## src/rtl/uart_rx_param.sv

```systemverilog
// Parametrised UART receiver: oversampled, 3-sample majority vote per bit,
// false-start rejection, valid/ready output with parity/framing/overrun flags.
module uart_rx_param #(
  parameter int CLK_FREQ   = 50000000,
  parameter int BAUD       = 115200,
  parameter int OVERSAMPLE = 16,
  parameter int DATA_BITS  = 8,
  parameter int PARITY     = 0,
  parameter int STOP_BITS  = 1
) (
  input  logic                 clk,
  input  logic                 rst_n,
  input  logic                 rxd,
  output logic [DATA_BITS-1:0] rx_data,
  output logic                 rx_valid,
  input  logic                 rx_ready,
  output logic                 parity_err,
  output logic                 frame_err,
  output logic                 overrun,
  output logic                 busy
);

  localparam int DIV   = CLK_FREQ / (BAUD * OVERSAMPLE);
  localparam int DIV_W = (DIV > 1) ? $clog2(DIV) : 1;
  localparam int S_W   = $clog2(OVERSAMPLE);
  localparam int M     = OVERSAMPLE / 2;

  localparam logic [DIV_W-1:0] DIV_LAST  = DIV_W'(DIV - 1);
  localparam logic [S_W-1:0]   S_PRE     = S_W'(M - 1);
  localparam logic [S_W-1:0]   S_MID     = S_W'(M);
  localparam logic [S_W-1:0]   S_RES     = S_W'(M + 1);
  localparam logic [S_W-1:0]   S_END     = S_W'(OVERSAMPLE - 1);
  localparam logic [3:0]       DATA_LAST = 4'(DATA_BITS - 1);
  localparam logic [3:0]       STOP_LAST = 4'(STOP_BITS - 1);

  typedef enum logic [2:0] {IDLE, START, DATA, PAR, STOP, BRK} stateT;

  stateT                state, stateNext;
  logic                 rxdMeta, rxdS, rxdPrev;
  logic [DIV_W-1:0]     tickCnt;
  logic [S_W-1:0]       sCnt;
  logic [3:0]           bitCnt;
  logic                 sampA, sampB;
  logic [DATA_BITS-1:0] shiftReg;
  logic                 perr, ferr;
  logic                 tick, resolve, bitEnd, maj, startEdge, ferrNext, finish, parExp;

  assign tick      = (tickCnt == DIV_LAST);
  assign resolve   = tick && (sCnt == S_RES);
  assign bitEnd    = tick && (sCnt == S_END);
  assign maj       = (sampA & sampB) | (sampA & rxdS) | (sampB & rxdS);
  assign startEdge = (state == IDLE) && rxdPrev && !rxdS;
  assign ferrNext  = ferr | ((state == STOP) && resolve && !maj);
  assign parExp    = (PARITY == 1) ? ~(^shiftReg) : (^shiftReg);
  assign busy      = (state != IDLE);

  // NOTE: every variable driven here gets a default first, so no path can infer a latch.
  always_comb begin
    stateNext = state;
    finish    = 1'b0;
    case (state)
      IDLE:  if (startEdge) stateNext = START;
      START: begin
        if (resolve && maj) stateNext = IDLE;
        else if (bitEnd)    stateNext = DATA;
      end
      DATA:  if (bitEnd && bitCnt == DATA_LAST) stateNext = (PARITY != 0) ? PAR : STOP;
      PAR:   if (bitEnd) stateNext = STOP;
      STOP:  begin
        // Finish at the last stop bit's resolve so the next start edge can land in its tail.
        if (resolve && bitCnt == STOP_LAST) begin
          finish    = 1'b1;
          stateNext = ferrNext ? BRK : IDLE;
        end
      end
      BRK:   if (rxdS) stateNext = IDLE;
      default: stateNext = IDLE;
    endcase
  end

  // NOTE: sequential state uses non-blocking assignments so all flops update from pre-edge values.
  always_ff @(posedge clk or negedge rst_n) begin
    if (!rst_n) state <= IDLE;
    else        state <= stateNext;
  end

  always_ff @(posedge clk or negedge rst_n) begin
    if (!rst_n) begin
      // NOTE: line-side flops reset to the idle level (1) so reset release never looks like a start edge.
      rxdMeta  <= 1'b1;
      rxdS     <= 1'b1;
      rxdPrev  <= 1'b1;
      tickCnt  <= '0;
      sCnt     <= '0;
      bitCnt   <= '0;
      sampA    <= 1'b1;
      sampB    <= 1'b1;
      shiftReg <= '0;
      perr     <= 1'b0;
      ferr     <= 1'b0;
    end else begin
      rxdMeta <= rxd;
      rxdS    <= rxdMeta;
      rxdPrev <= rxdS;

      tickCnt <= (startEdge || tick) ? '0 : tickCnt + DIV_W'(1);

      if (state == IDLE) sCnt <= '0;
      else if (tick)     sCnt <= sCnt + S_W'(1);

      if (state != stateNext) bitCnt <= '0;
      else if (bitEnd)        bitCnt <= bitCnt + 4'd1;

      if (tick && sCnt == S_PRE) sampA <= rxdS;
      if (tick && sCnt == S_MID) sampB <= rxdS;

      if (startEdge) begin
        perr <= 1'b0;
        ferr <= 1'b0;
      end
      if (state == DATA && resolve) shiftReg <= {maj, shiftReg[DATA_BITS-1:1]};
      if (state == PAR && resolve)  perr <= (maj != parExp);
      if (state == STOP && resolve && !maj) ferr <= 1'b1;
    end
  end

  // Output holding register: a finished word is dropped only if the previous one is still unaccepted.
  always_ff @(posedge clk or negedge rst_n) begin
    if (!rst_n) begin
      rx_data    <= '0;
      rx_valid   <= 1'b0;
      parity_err <= 1'b0;
      frame_err  <= 1'b0;
      overrun    <= 1'b0;
    end else begin
      overrun <= 1'b0;
      if (finish) begin
        if (!rx_valid || rx_ready) begin
          rx_data    <= shiftReg;
          rx_valid   <= 1'b1;
          parity_err <= perr;
          frame_err  <= ferrNext;
        end else begin
          overrun <= 1'b1;
        end
      end else if (rx_valid && rx_ready) begin
        rx_valid <= 1'b0;
      end
    end
  end

endmodule
```

## config.mk

```make
export PLATFORM = sky130hd
export DESIGN_NAME = uart_rx_param
export DESIGN_NICKNAME = d
export VERILOG_FILES = /design/src/rtl/uart_rx_param.sv
export SDC_FILE = /design/constraint.sdc
export NUM_CORES = 1
export LEC_CHECK = 0
export BUFFER_PORTS_ARGS = -buffer_cell sky130_fd_sc_hd__buf_2
export CORE_MARGIN = 2
export CORE_UTILIZATION = 50
export CTS_BUF_LIST = sky130_fd_sc_hd__clkbuf_4 sky130_fd_sc_hd__clkbuf_8
export DETAILED_ROUTE_END_ITERATION = 10
export GPL_TIMING_DRIVEN = 0
export PLACE_DENSITY = 0.68
export SYNTH_ARGS = -nofsm -noshare
export SYNTH_HDL_FRONTEND = slang
export SYNTH_SLANG_ARGS = --single-unit
```

## constraint.sdc

```tcl
create_clock -name clk -period 3.3 [get_ports clk]
set_clock_uncertainty 0.1 [all_clocks]
set_input_delay 0.66 -clock clk [delete_from_list [all_inputs] [get_ports clk]]
set_output_delay 0.66 -clock clk [all_outputs]
set_load 0.05 [all_outputs]
```

Yosys cells after proc, flatten, opt, wreduce, memory -nomap -nowiden

Cells that the tools add are included.

Equality and inequality tests: 14
$add $sub $neg: 3
Bitwise gates (word level): 6
Multiplexer cells: 24
Reduce and logical (&&, ||, !) cells: 30

Operator list:

| kind                                                 | count |
|---|---|
| 2-to-1 mux 3 bit                                     | 8 |
| one-hot mux 3 bit (6 select lines)                   | 1 |
| 2-to-1 mux 4 bit                                     | 4 |
| logical AND 1 bit                                    | 14 |
| equality test 4 bit (second input constant)          | 3 |
| 2-to-1 mux 1 bit                                     | 10 |
| nonzero test 2 bit                                   | 5 |
| adder 4 x 1 -> 4 bit (second input constant)         | 2 |
| equality test 4 x 3 -> 1 bit (second input constant) | 2 |
| XOR reduction 8 bit                                  | 1 |
| equality test 3 x 2 -> 1 bit (second input constant) | 2 |
| equality test 3 bit (second input constant)          | 2 |
| adder 5 x 1 -> 5 bit (second input constant)         | 1 |
| equality test 5 bit (second input constant)          | 1 |
| 2-to-1 mux 5 bit                                     | 1 |
| zero test 4 bit                                      | 1 |
| AND reduction 2 bit                                  | 2 |
| bitwise AND 1 bit                                    | 3 |
| equality test 3 x 1 -> 1 bit (second input constant) | 1 |
| zero test 1 bit                                      | 3 |
| zero test 3 bit                                      | 1 |
| inequality test 3 bit                                | 1 |
| bitwise OR 1 bit                                     | 3 |
| nonzero test 3 bit                                   | 1 |
| 3 further kinds                                      | 4 |

Output and inout port bits: 13
Input bits: 4
Bits in registers: 43
Logic and storage cells: 94

Depth between registers and ports, before layout

Gate-level depths: netlist of the first run.

Depth in word-level cells: 11
Depth in mapped cells: 7
Mapped depth without buffers: 6

Least setup slack after synthesis of the first run

OpenSTA, ideal clock, no wires.

Path kind: register to register
Start point: reg sCnt[1]
End point: reg parity_err
Setup time: 125 ps
Cell stages (with the launch flop): 8
Buffers on the path: 1
Arrival time: 1750 ps
Path slack: 1325 ps
Data required time: 3075 ps
Period minus slack after synthesis: 1975 ps
Cell sequence: dfrtp_1 inv_1 ha_1 nor2b_1 nand4_2 nor3b_2 buf_6 mux2_4

Longest elaborated chain between the ends: 6

RTL lines:

| element                              | RTL line | RTL |
|---|---|---|
| start: declaration                   | 41       | `logic [S_W-1:0] sCnt;` |
| start signal: assignment             | 109      | `else if (tick) sCnt <= sCnt + S_W'(1);` |
| equality test 4 bit                  | 49       | `assign resolve = tick && (sCnt == S_RES);` |
| logical AND 1 bit                    | 49       |  |
| logical AND 1 bit                    | 71       | `if (resolve && bitCnt == STOP_LAST) begin` |
| 2-to-1 mux 1 bit                     | 71       |  |
| 2-to-1 mux 1 bit                     | 61       | `case (state)` |
| AND reduction 2 bit (no source line) | n/a      |  |
| end signal: assignment               | 141      | `parity_err <= perr;` |
| end: declaration                     | 17       | `output logic parity_err,` |

No other way between the ends.
A chain may end at the register's enable or synchronous reset.

Final worst setup path of the first run

Start point: reg state[0]
End point: out busy

Longest elaborated chain between the ends: 1

RTL lines:

| element                  | RTL line | RTL |
|---|---|---|
| start: declaration       | 38       | `stateT state, stateNext;` |
| start signal: assignment | 84       | `else state <= stateNext;` |
| nonzero test 3 bit       | 55       | `assign busy = (state != IDLE);` |
| end: declaration         | 20       | `output logic busy` |

No other way between the ends.

==> impl_metrics.py, run 1 <==
metrics = {
    "floorplan": {
        "start_util": 0.5300,
        "pin_count": 17,
        "die_area_um2": 4874,
        "die_w_um": 69.82,
        "core_um2": 4086,
        "rows": 23,
        "fp.dieH_um": 69.82,
    },
    "power": {
        "vdd_drop_max_mv": 0.3455,
        "p_leak_nw": 1.130,
        "power_density_nw_per_um2": 486.5,
        "p_total_mw": 1.178,
    },
    "yosys": {
        "syn_inst": 175,
        "synth_area_um2": 2166,
        "synth_area_per_cell_um2": 12.38,
        "ys.flop_type": "dfrtp_1",
        "yosysTopAreaCell": "dfrtp_1",
        "yosys_warnings": 0,
        "synthTopCellsByArea": "dfrtp_1, mux2_4, dfstp_2",
        "ys_seq_area_frac": 0.4997,
        "async_flop_share": 1.000,
        "synth_commonest_cells": "dfrtp_1, mux2_2, nor2_1, inv_1, mux2_4",
        "yosys.area.top_type_share": 0.4391,
        "synth_cell_types": 46,
        "syn_nets": 186,
        "synth_edf_count": 0,
        "synth.most_common_cell": "dfrtp_1",
        "ys_ff_latch": 43,
    },
    "critical_path": {
        "r2r-start": "bitCnt[0]",
        "crit_start": "state[0]",
        "setup.worst_path.start_class": "flop",
        "cpMostUsedCell": "buf_2",
        "crit_slowest_cell": "nor3_1",
        "cp-end-kind": "output pin",
        "reg2reg_slack_ns": 1.08,
        "critPathMaxStageDelay_ns": 0.51,
        "reg2reg_to": "bitCnt[0]",
        "cp.depth": 4,
        "critPathCapture": "busy",
        "path_max_fanout": 10,
        "r2r_cells": 6,
        "crit_buf_inv": 3,
        "cp.required_ns": 2.54,
        "worstSetupPathType": "reg2out",
        "critPathTopFamily": "simple AND/OR/NAND/NOR gates",
        "cp_cell_sequence": "buf_2, nor3_1, inv_1, buf_2",
        "worstPathArrival_ns": 1.70,
    },
    "cts": {
        "cts_buffers": 5,
        "cts_setup_buffers": 0,
        "cts.sinks": 43,
        "cts_tree": "yes",
        "cts_resized": 0,
        "cts_buffer_depth": 2,
        "clk-insertion-delay-late_ns": 0.30,
        "cts_root_buf": "clkbuf_8",
        "cts_htree_levels": 2,
        "cts.hold.buffers_added": 0,
        "cts.clk_slew.worst_paths_ns": 0.08,
    },
    "drt": {
        "num_vias": 1422,
        "wl_met3_um": 165,
        "top_layer_used": "met4",
        "drc": 0,
        "vias_per_cell": 5.711,
        "wl_met1_um": 1772,
        "wl_um": 4048,
        "met2WireLength_um": 2024,
        "firstDrtPassIters": 4,
        "wire_per_inst_um": 16.26,
        "final_antenna_net_count": 0,
        "drt_iter0_drc": 101,
    },
    "final_layout": {
        "final_net_count": 209,
        "n_antenna_cell": 0,
        "drive_above_1_share": 0.3317,
        "area_delta_synth_final_pct": 11.79,
    },
    "timing": {
        "hold_violations": 0,
        "worst_pin_slew_ns": 0.9220,
        "layout_min_cycle_time_ns": 2.460,
        "fmax_mhz": 406.4,
        "final.setup.tns_ns": 0,
        "setup_viol": 0,
        "post-route-period-util": 0.7456,
        "grt_setup_unrepaired": "false",
        "slew_viol_final": 0,
        "relSlewSlack": 0.3853,
    },
    "job": {
        "max_cap_violations": 0,
    },
    "run_status": {
        "run_status": "completed",
    },
    "global_route": {
        "grt_overflow": 0,
        "antenna_found_initial": 0,
        "grt.total_usage": 0.1841,
        "grt_max_degree": 44,
        "grt_pass1_vias": 1510,
        "grt_pass1_wl_um": 7065,
    },
    "place": {
        "gp_congestion": 0.9006,
        "io_buffers": 16,
        "dpl.hpwl_um": 2834,
    },
    "min_path": {
        "hold_class": "reg2reg",
    },
}
## worst register-to-register path, delay by kind of cell, from the launching register on
kind,cells,cell delay (ns)
flip-flops,1,0.40
adder cells (fa/ha/maj),1,0.17
AND/OR/NAND/NOR,2,0.53
buffers and inverters,1,0.09
AO/OA/AOI/OAI,2,0.78
## cell families after synthesis
kind of cell	after synthesis	share of synthesized area
AOI/OAI and AO/OA	22	0.08897
xor gates and xnor gates	15	0.06701
adders and majority gates	8	0.04564
buffers and inverters	16	0.03755
DFF	43	0.4997
muxes	22	0.1283
and+or+nand+nor	49	0.1329
## worst min path at each step
stage / depth (start not counted) / to / start / slack (ns)
after global placement: 0 / rxdS / rxdMeta / 0.25
after floorplan: 0 / rxdS / rxdMeta / 0.25
after detailed placement: 0 / rxdS / rxdMeta / 0.25
final: 0 / rxdS / rxdMeta / 0.26
after CTS: 0 / rxdS / rxdMeta / 0.26
after global routing: 0 / rxdS / rxdMeta / 0.27
## state kept, by name, indices dropped and copies added, names as in the netlist
signal	count
rx_data	8
shiftReg	8
tickCnt	5
bitCnt	4
sCnt	4
state	3
ferr	1
frame_err	1
overrun	1
parity_err	1
perr	1
rx_valid	1
rxdMeta	1
rxdPrev	1
rxdS	1
sampA	1
sampB	1
## metal layers
layer | vias to the layer above | global-route usage
met2 | 38 | 0.2921
met5 | - | 0
met1 | 699 | 0.2294
met4 | 0 | 0.08974
met3 | 11 | 0.05378
li1 | 674 | -
## area by class of cell
| type | count | area (um2) |
|---|---|---|
| well taps | 50 | 62.56 |
| plain buffers | 6 | 43.79 |
| clock inverters | 3 | 43.79 |
| fillers | 336 | 1665 |
| flip-flops and latches | 43 | 1082 |
| repair buffers | 16 | 80.08 |
| clock buffers | 5 | 68.82 |
| multi-input cells | 116 | 1002 |
| inverters | 10 | 37.54 |
## cell usage in the layout (no fill, tap or decap), drive strengths merged, types with 3 or more instances in the layout
master   count
a21oi        5
mux2i        3
buf         22
inv         10
nand4        5
a2111oi      5
xor2         6
nor2        10
a31oi        4
ha           7
dfrtp       38
mux2        19
clkbuf       5
nand2        8
dfstp        5
xnor2        8
nand3        8
## stage by stage
stage	hold slack [ns]	instance area, um2	worst slack, ns	cells	utilization
2_1_floorplan	0.2452	2166	1.325	175	-
3_3_place_gp	0.2474	2308	1.110	241	0.5649
3_5_place_dp	0.2478	2308	1.118	241	0.5649
4_1_cts	0.2601	2421	0.8280	249	0.5925
5_1_grt	0.2661	2421	0.6937	249	0.5925
6_report	0.2581	2421	0.8396	249	0.5925
## where the power goes
group | internal, mW | switching, mW | total (mW) | leakage (nW)
sequential | 0.568 | 0.0412 | 0.610 | 0.564
clock | 0.225 | 0.181 | 0.406 | 0.0581
combinational | 0.0635 | 0.0986 | 0.162 | 0.508
total | 0.857 | 0.321 | 1.18 | 1.13
Note: power is estimated with default switching activity, not from simulation.
==> inputs of run 2 (changes only) <==
--- a/config.mk
+++ b/config.mk
@@ -11,7 +11,7 @@
 export CTS_BUF_LIST = sky130_fd_sc_hd__clkbuf_4 sky130_fd_sc_hd__clkbuf_8
 export DETAILED_ROUTE_END_ITERATION = 10
 export GPL_TIMING_DRIVEN = 0
-export PLACE_DENSITY = 0.68
+export PLACE_DENSITY = 0.71
 export SYNTH_ARGS = -nofsm -noshare
 export SYNTH_HDL_FRONTEND = slang
 export SYNTH_SLANG_ARGS = --single-unit
==> constraint.sdc (replaced) <==
create_clock -name clk -period 2 [get_ports clk]
set_clock_uncertainty 0.1 [all_clocks]
set_input_delay 0.4 -clock clk [delete_from_list [all_inputs] [get_ports clk]]
set_output_delay 0.4 -clock clk [all_outputs]
set_load 0.05 [all_outputs]
==> run 2 against run 1 <==
Net effect: global-route usage increased by 0.71 points; total power increased by 74%; critical endpoint is now rx_data[7]; sequential share of layout area decreased by 3.2 points; sequential power increased by 64%; non-clock buffer count increased by 11; clock power increased by 69%; cell count increased by 4.4%; the run now ends with setup timing left; design area increased by 7.8%; register-to-register slack got worse by 1.2 ns.
==> impl_metrics.py, run 2 (synthesis results as in run 1) <==
metrics = {
    "final_layout": {
        "area_delta_synth_final_pct": 20.45,
        "final_common_cell": "dfrtp_1",
        "final_net_count": 220,
        "stdcell_count": 260,
        "drive_above_1_share": 0.4143,
        "finalInstanceArea_um2": 2609,
        "final_cell_mix": "dfrtp_1, buf_2, buf_4",
        "top_regs": "rx_data (8), shiftReg (8), tickCnt (5)",
        "fin_util": 0.6384,
        "n_antenna_cell": 0,
        "fillerInstances": 308,
    },
    "drt": {
        "num_vias": 1495,
        "wl_um": 4224,
        "vias_per_cell": 5.750,
        "wire_per_inst_um": 16.25,
        "firstDrtPassIters": 4,
        "final_antenna_net_count": 0,
        "drt_iter0_drc": 118,
        "drc": 0,
    },
    "floorplan": {
        "pin_count": 17,
        "die_w_um": 69.82,
        "die_area_um2": 4874,
        "start_util": 0.5300,
        "core_um2": 4086,
        "fp.dieH_um": 69.82,
        "rows": 23,
    },
    "timing": {
        "grt_setup_unrepaired": "true",
        "finalWorstSetupSlack_ns": -0.09209,
        "post-route-period-util": 1.046,
        "hold_violations": 0,
        "slew_viol_final": 0,
        "setup_viol": 14,
        "worst_pin_slew_ns": 0.9336,
        "final.setup.tns_ns": -0.9509,
        "relSlewSlack": 0.3776,
        "layout_min_cycle_time_ns": 2.092,
        "holdWs_ns": 0.09143,
        "fmax_mhz": 478.0,
    },
    "cts": {
        "cts.clk_slew.worst_paths_ns": 0.09,
        "cts_root_buf": "clkbuf_8",
        "clk-insertion-delay-late_ns": 0.30,
        "cts.hold.buffers_added": 0,
        "cts_buffers": 5,
        "cts_htree_levels": 2,
        "cts.sinks": 43,
        "cts_tree": "yes",
        "cts_buffer_depth": 2,
    },
    "critical_path": {
        "critPathTopFamily": "simple AND/OR/NAND/NOR gates",
        "critPathMaxStageDelay_ns": 0.42,
        "path_max_fanout": 5,
        "cp-end-kind": "flop",
        "cpMostUsedCell": "nor3b_4",
        "worstSetupPathType": "reg2reg",
        "cp_cell_sequence": "inv_1, ha_1, nor3b_4, nand4_4, nor3b_4, buf_6, mux2_4",
        "setup.worst_path.start_class": "flop",
        "cp.required_ns": 2.09,
        "crit_buf_inv": 2,
        "crit_slowest_cell": "dfrtp_1",
        "worstPathArrival_ns": 2.18,
    },
    "global_route": {
        "use_met3": 0.05523,
        "grt_max_degree": 44,
        "met1_usage": 0.2573,
        "grt-busiest-layer": "met2",
        "grt.met2_usage": 0.2910,
        "grt.total_usage": 0.1912,
        "grt_pass1_wl_um": 7224,
        "antenna_found_initial": 0,
        "grt_pass1_vias": 1470,
        "grt_overflow": 0,
    },
    "job": {
        "max_cap_violations": 0,
    },
    "power": {
        "power_density_nw_per_um2": 786.9,
        "p_total_mw": 2.053,
        "vdd_drop_max_mv": 0.6246,
        "p_leak_nw": 1.210,
    },
    "place": {
        "dp_cells": 241,
        "gp_congestion": 0.8974,
        "postPlaceCellArea_um2": 2308,
        "dp_slack_ns": -0.2642,
        "io_buffers": 16,
        "dpl.hpwl_um": 2706,
    },
    "min_path": {
        "hold_class": "in2reg",
    },
    "run_status": {
        "violations": "setup timing",
        "run_status": "complete, but fails checks",
    },
}
run 2: path summary, 6_finish.rpt:
check | start | to | slack (ns) | cells past startpoint
min in group asynchronous | rst_n | bitCnt[3] | 0.13 | 1
max reg2reg | bitCnt[1] | rx_data[7] | -0.09 | 7
max | bitCnt[1] | rx_data[7] | -0.09 | 7
max in group asynchronous | rst_n | rx_data[5] | 1.08 | 1
min | rxd | rxdMeta | 0.09 | 1
min reg2reg | rxdMeta | rxdS | 0.26 | 0
run 2: final cells by class:
class / count / area, um2 / share of cell area
Clock buffer: 5 / 68.82 / 0.02638
Inverter: 10 / 37.54 / 0.01439
Sequential cell: 43 / 1082 / 0.4149
Timing Repair Buffer: 27 / 170.2 / 0.06523
Tap cell: 50 / 62.56 / 0.02398
Multi-Input combinational cell: 116 / 1100 / 0.4216
Buffer: 6 / 43.79 / 0.01679
Clock inverter: 3 / 43.79 / 0.01679
run 2: metal layers:
layer | part of all wire | vias to the layer above
li1 | - | 696
met1 | 0.45 | 742
met2 | 0.48 | 47
met3 | 0.049 | 10
met4 | 0.023 | 0
met5 | 0 | -
run 2: where the power goes:
group          internal (mW)  switching (mW)  leakage, nW  total (mW)
Clock                  0.372           0.314       0.0581       0.686
Combinational          0.171           0.193        0.588       0.364
Sequential             0.938          0.0654        0.564        1.00
run 2: repair_timing:
| item | 4_1_cts | 5_1_grt |
|---|---|---|
| resized for setup | 16 | 5 |
| setup buffers | 6 | 4 |
| gates cloned | 1 | 0 |
| pin swaps | 3 | 1 |
| setup endpoints to repair | 24 | 24 |
==> inputs of run 3 (changes only) <==
--- a/config.mk
+++ b/config.mk
@@ -12,6 +12,7 @@
 export DETAILED_ROUTE_END_ITERATION = 10
 export GPL_TIMING_DRIVEN = 0
 export PLACE_DENSITY = 0.71
+export RECOVER_POWER = 100
 export SYNTH_ARGS = -nofsm -noshare
 export SYNTH_HDL_FRONTEND = slang
 export SYNTH_SLANG_ARGS = --single-unit
==> run 3 against run 2 <==
Net effect: the run still ends with setup timing left; hold slack is essentially flat; flip-flop and latch count is the same; total power shrank 0.16%; register-to-register slack is essentially flat; first-iteration DRC count grew 5.9%; global-route usage is the same; highest routed layer unchanged; clock power is essentially flat; critical path depth is the same; fmax grew 0.14%; utilization shrank 0.37 points; setup slack gained 0.0030 ns; design area shrank 0.58%.
==> impl_metrics.py, run 3 (synthesis results as in run 1) <==
metrics = {
    "final_layout": {
        "final_common_cell": "dfrtp_1",
        "drive_above_1_share": 0.3571,
        "area_delta_synth_final_pct": 19.76,
        "final_net_count": 220,
        "fillerInstances": 313,
        "final_cell_mix": "dfrtp_1, buf_4, clkbuf_1",
        "multiInputGateArea_um2": 1100,
        "n_antenna_cell": 0,
        "regArea_um2": 1082,
        "top_regs": "rx_data (8), shiftReg (8), tickCnt (5)",
    },
    "timing": {
        "fmax_mhz": 478.7,
        "grt_setup_unrepaired": "true",
        "setup_viol": 14,
        "hold_violations": 0,
        "relSlewSlack": 0.2965,
        "slew_viol_final": 0,
        "worst_pin_slew_ns": 1.055,
        "finalWorstSetupSlack_ns": -0.08909,
        "layout_min_cycle_time_ns": 2.089,
        "post-route-period-util": 1.045,
    },
    "global_route": {
        "grt_pass1_wl_um": 7224,
        "grt_overflow": 0,
        "grt_max_degree": 44,
        "grt.total_usage": 0.1912,
        "grt_pass1_vias": 1470,
        "antenna_found_initial": 0,
    },
    "power": {
        "p_total_mw": 2.050,
        "power_density_nw_per_um2": 790.2,
        "vdd_drop_max_mv": 0.6239,
        "p_leak_nw": 1.161,
    },
    "cts": {
        "cts_root_buf": "clkbuf_8",
        "cts_buffer_depth": 2,
        "clk-insertion-delay-late_ns": 0.30,
        "cts_htree_levels": 2,
        "cts.clk_slew.worst_paths_ns": 0.09,
        "cts_tree": "yes",
        "cts.hold.buffers_added": 0,
        "cts.sinks": 43,
        "cts_buffers": 5,
    },
    "floorplan": {
        "die_w_um": 69.82,
        "pin_count": 17,
        "fp.dieH_um": 69.82,
        "rows": 23,
        "core_um2": 4086,
        "die_area_um2": 4874,
        "start_util": 0.5300,
    },
    "drt": {
        "drc": 0,
        "vias_per_cell": 5.704,
        "num_vias": 1483,
        "firstDrtPassIters": 4,
        "wl_um": 4225,
        "wire_per_inst_um": 16.25,
        "final_antenna_net_count": 0,
        "drt_iter0_drc": 125,
    },
    "critical_path": {
        "setup.worst_path.start_class": "flop",
        "cp-end-kind": "flop",
        "worstPathArrival_ns": 2.18,
        "path_max_fanout": 5,
        "worstSetupPathType": "reg2reg",
        "cp.required_ns": 2.09,
    },
    "place": {
        "dp_slack_ns": -0.2642,
        "dpl.hpwl_um": 2706,
        "io_buffers": 16,
        "gp_congestion": 0.8974,
    },
    "run_status": {
        "run_status": "complete, but fails checks",
        "violations": "setup timing",
    },
    "job": {
        "max_cap_violations": 0,
    },
    "min_path": {
        "hold_class": "in2reg",
    },
}
## run 3: cell count changes in the layout (fill, tap and decap cells not counted)
cell	previous run	this run
buf_2	18	5
clkbuf_1	0	12
clkbuf_2	0	1
## run 3: path summary, 6_finish.rpt
path | from | to | slack, ns | cells after the start
max reg2reg | bitCnt[1] | rx_data[7] | -0.09 | 7
max in group asynchronous | rst_n | rx_data[5] | 0.98 | 1
min | rxd | rxdMeta | 0.09 | 1
min reg2reg | rxdMeta | rxdS | 0.26 | 0
max | bitCnt[1] | rx_data[7] | -0.09 | 7
min in group asynchronous | rst_n | bitCnt[3] | 0.17 | 1
## run 3: area by class of cell
type                    instances  share of cell area
repair buffers                 27             0.05982
flip-flops and latches         43              0.4173
plain buffers                   6             0.01688
clock inverters                 3             0.01688
well taps                      50             0.02412
inverters                      10             0.01447
clock buffers                   5             0.02653
multi-input cells             116              0.4240
## run 3: power by group
group          leakage [nW]  total [mW]  internal [mW]  switching (mW)
Combinational         0.538       0.363          0.171           0.192
Clock                0.0581       0.684          0.372           0.312
Sequential            0.564        1.00          0.938          0.0651
## run 3: critical path, cell delays in order (launching register included)
cell and delay (ns):
dfrtp_1 0.42, inv_1 0.07, ha_1 0.14, nor3b_4 0.29, nand4_4 0.19, nor3b_4 0.27
buf_6 0.18, mux2_4 0.30
## run 3: per-layer routing
metal  track usage  part of all wire  up-vias
li1              -                 -      694
met1        0.2573              0.45      731
met2        0.2910              0.47       48
met3       0.05523             0.047       10
met4       0.07692             0.023        0
met5             0                 0        -
## run 3: stage by stage
step | hold WS, ns | cell area [um2] | TNS [ns] | std cells | utilization
6_report | 0.09186 | 2594 | -0.9464 | 260 | 0.6347
5_1_grt | 0.07260 | 2594 | -1.965 | 260 | 0.6347
4_1_cts | 0.08152 | 2549 | -0.2427 | 256 | 0.6237
3_5_place_dp | 0.2482 | 2308 | -3.193 | 241 | 0.5649
3_3_place_gp | 0.2482 | 2308 | -2.177 | 241 | 0.5649
2_1_floorplan | 0.004409 | 2166 | 0 | 175 | -
## run 3: repair_timing
item / in CTS / in global routing
buffers inserted: 6 / 4
endpoints found under the setup margin: 24 / 24
pin swaps: 3 / 1
gates resized for setup: 16 / 5
cloned: 1 / 0
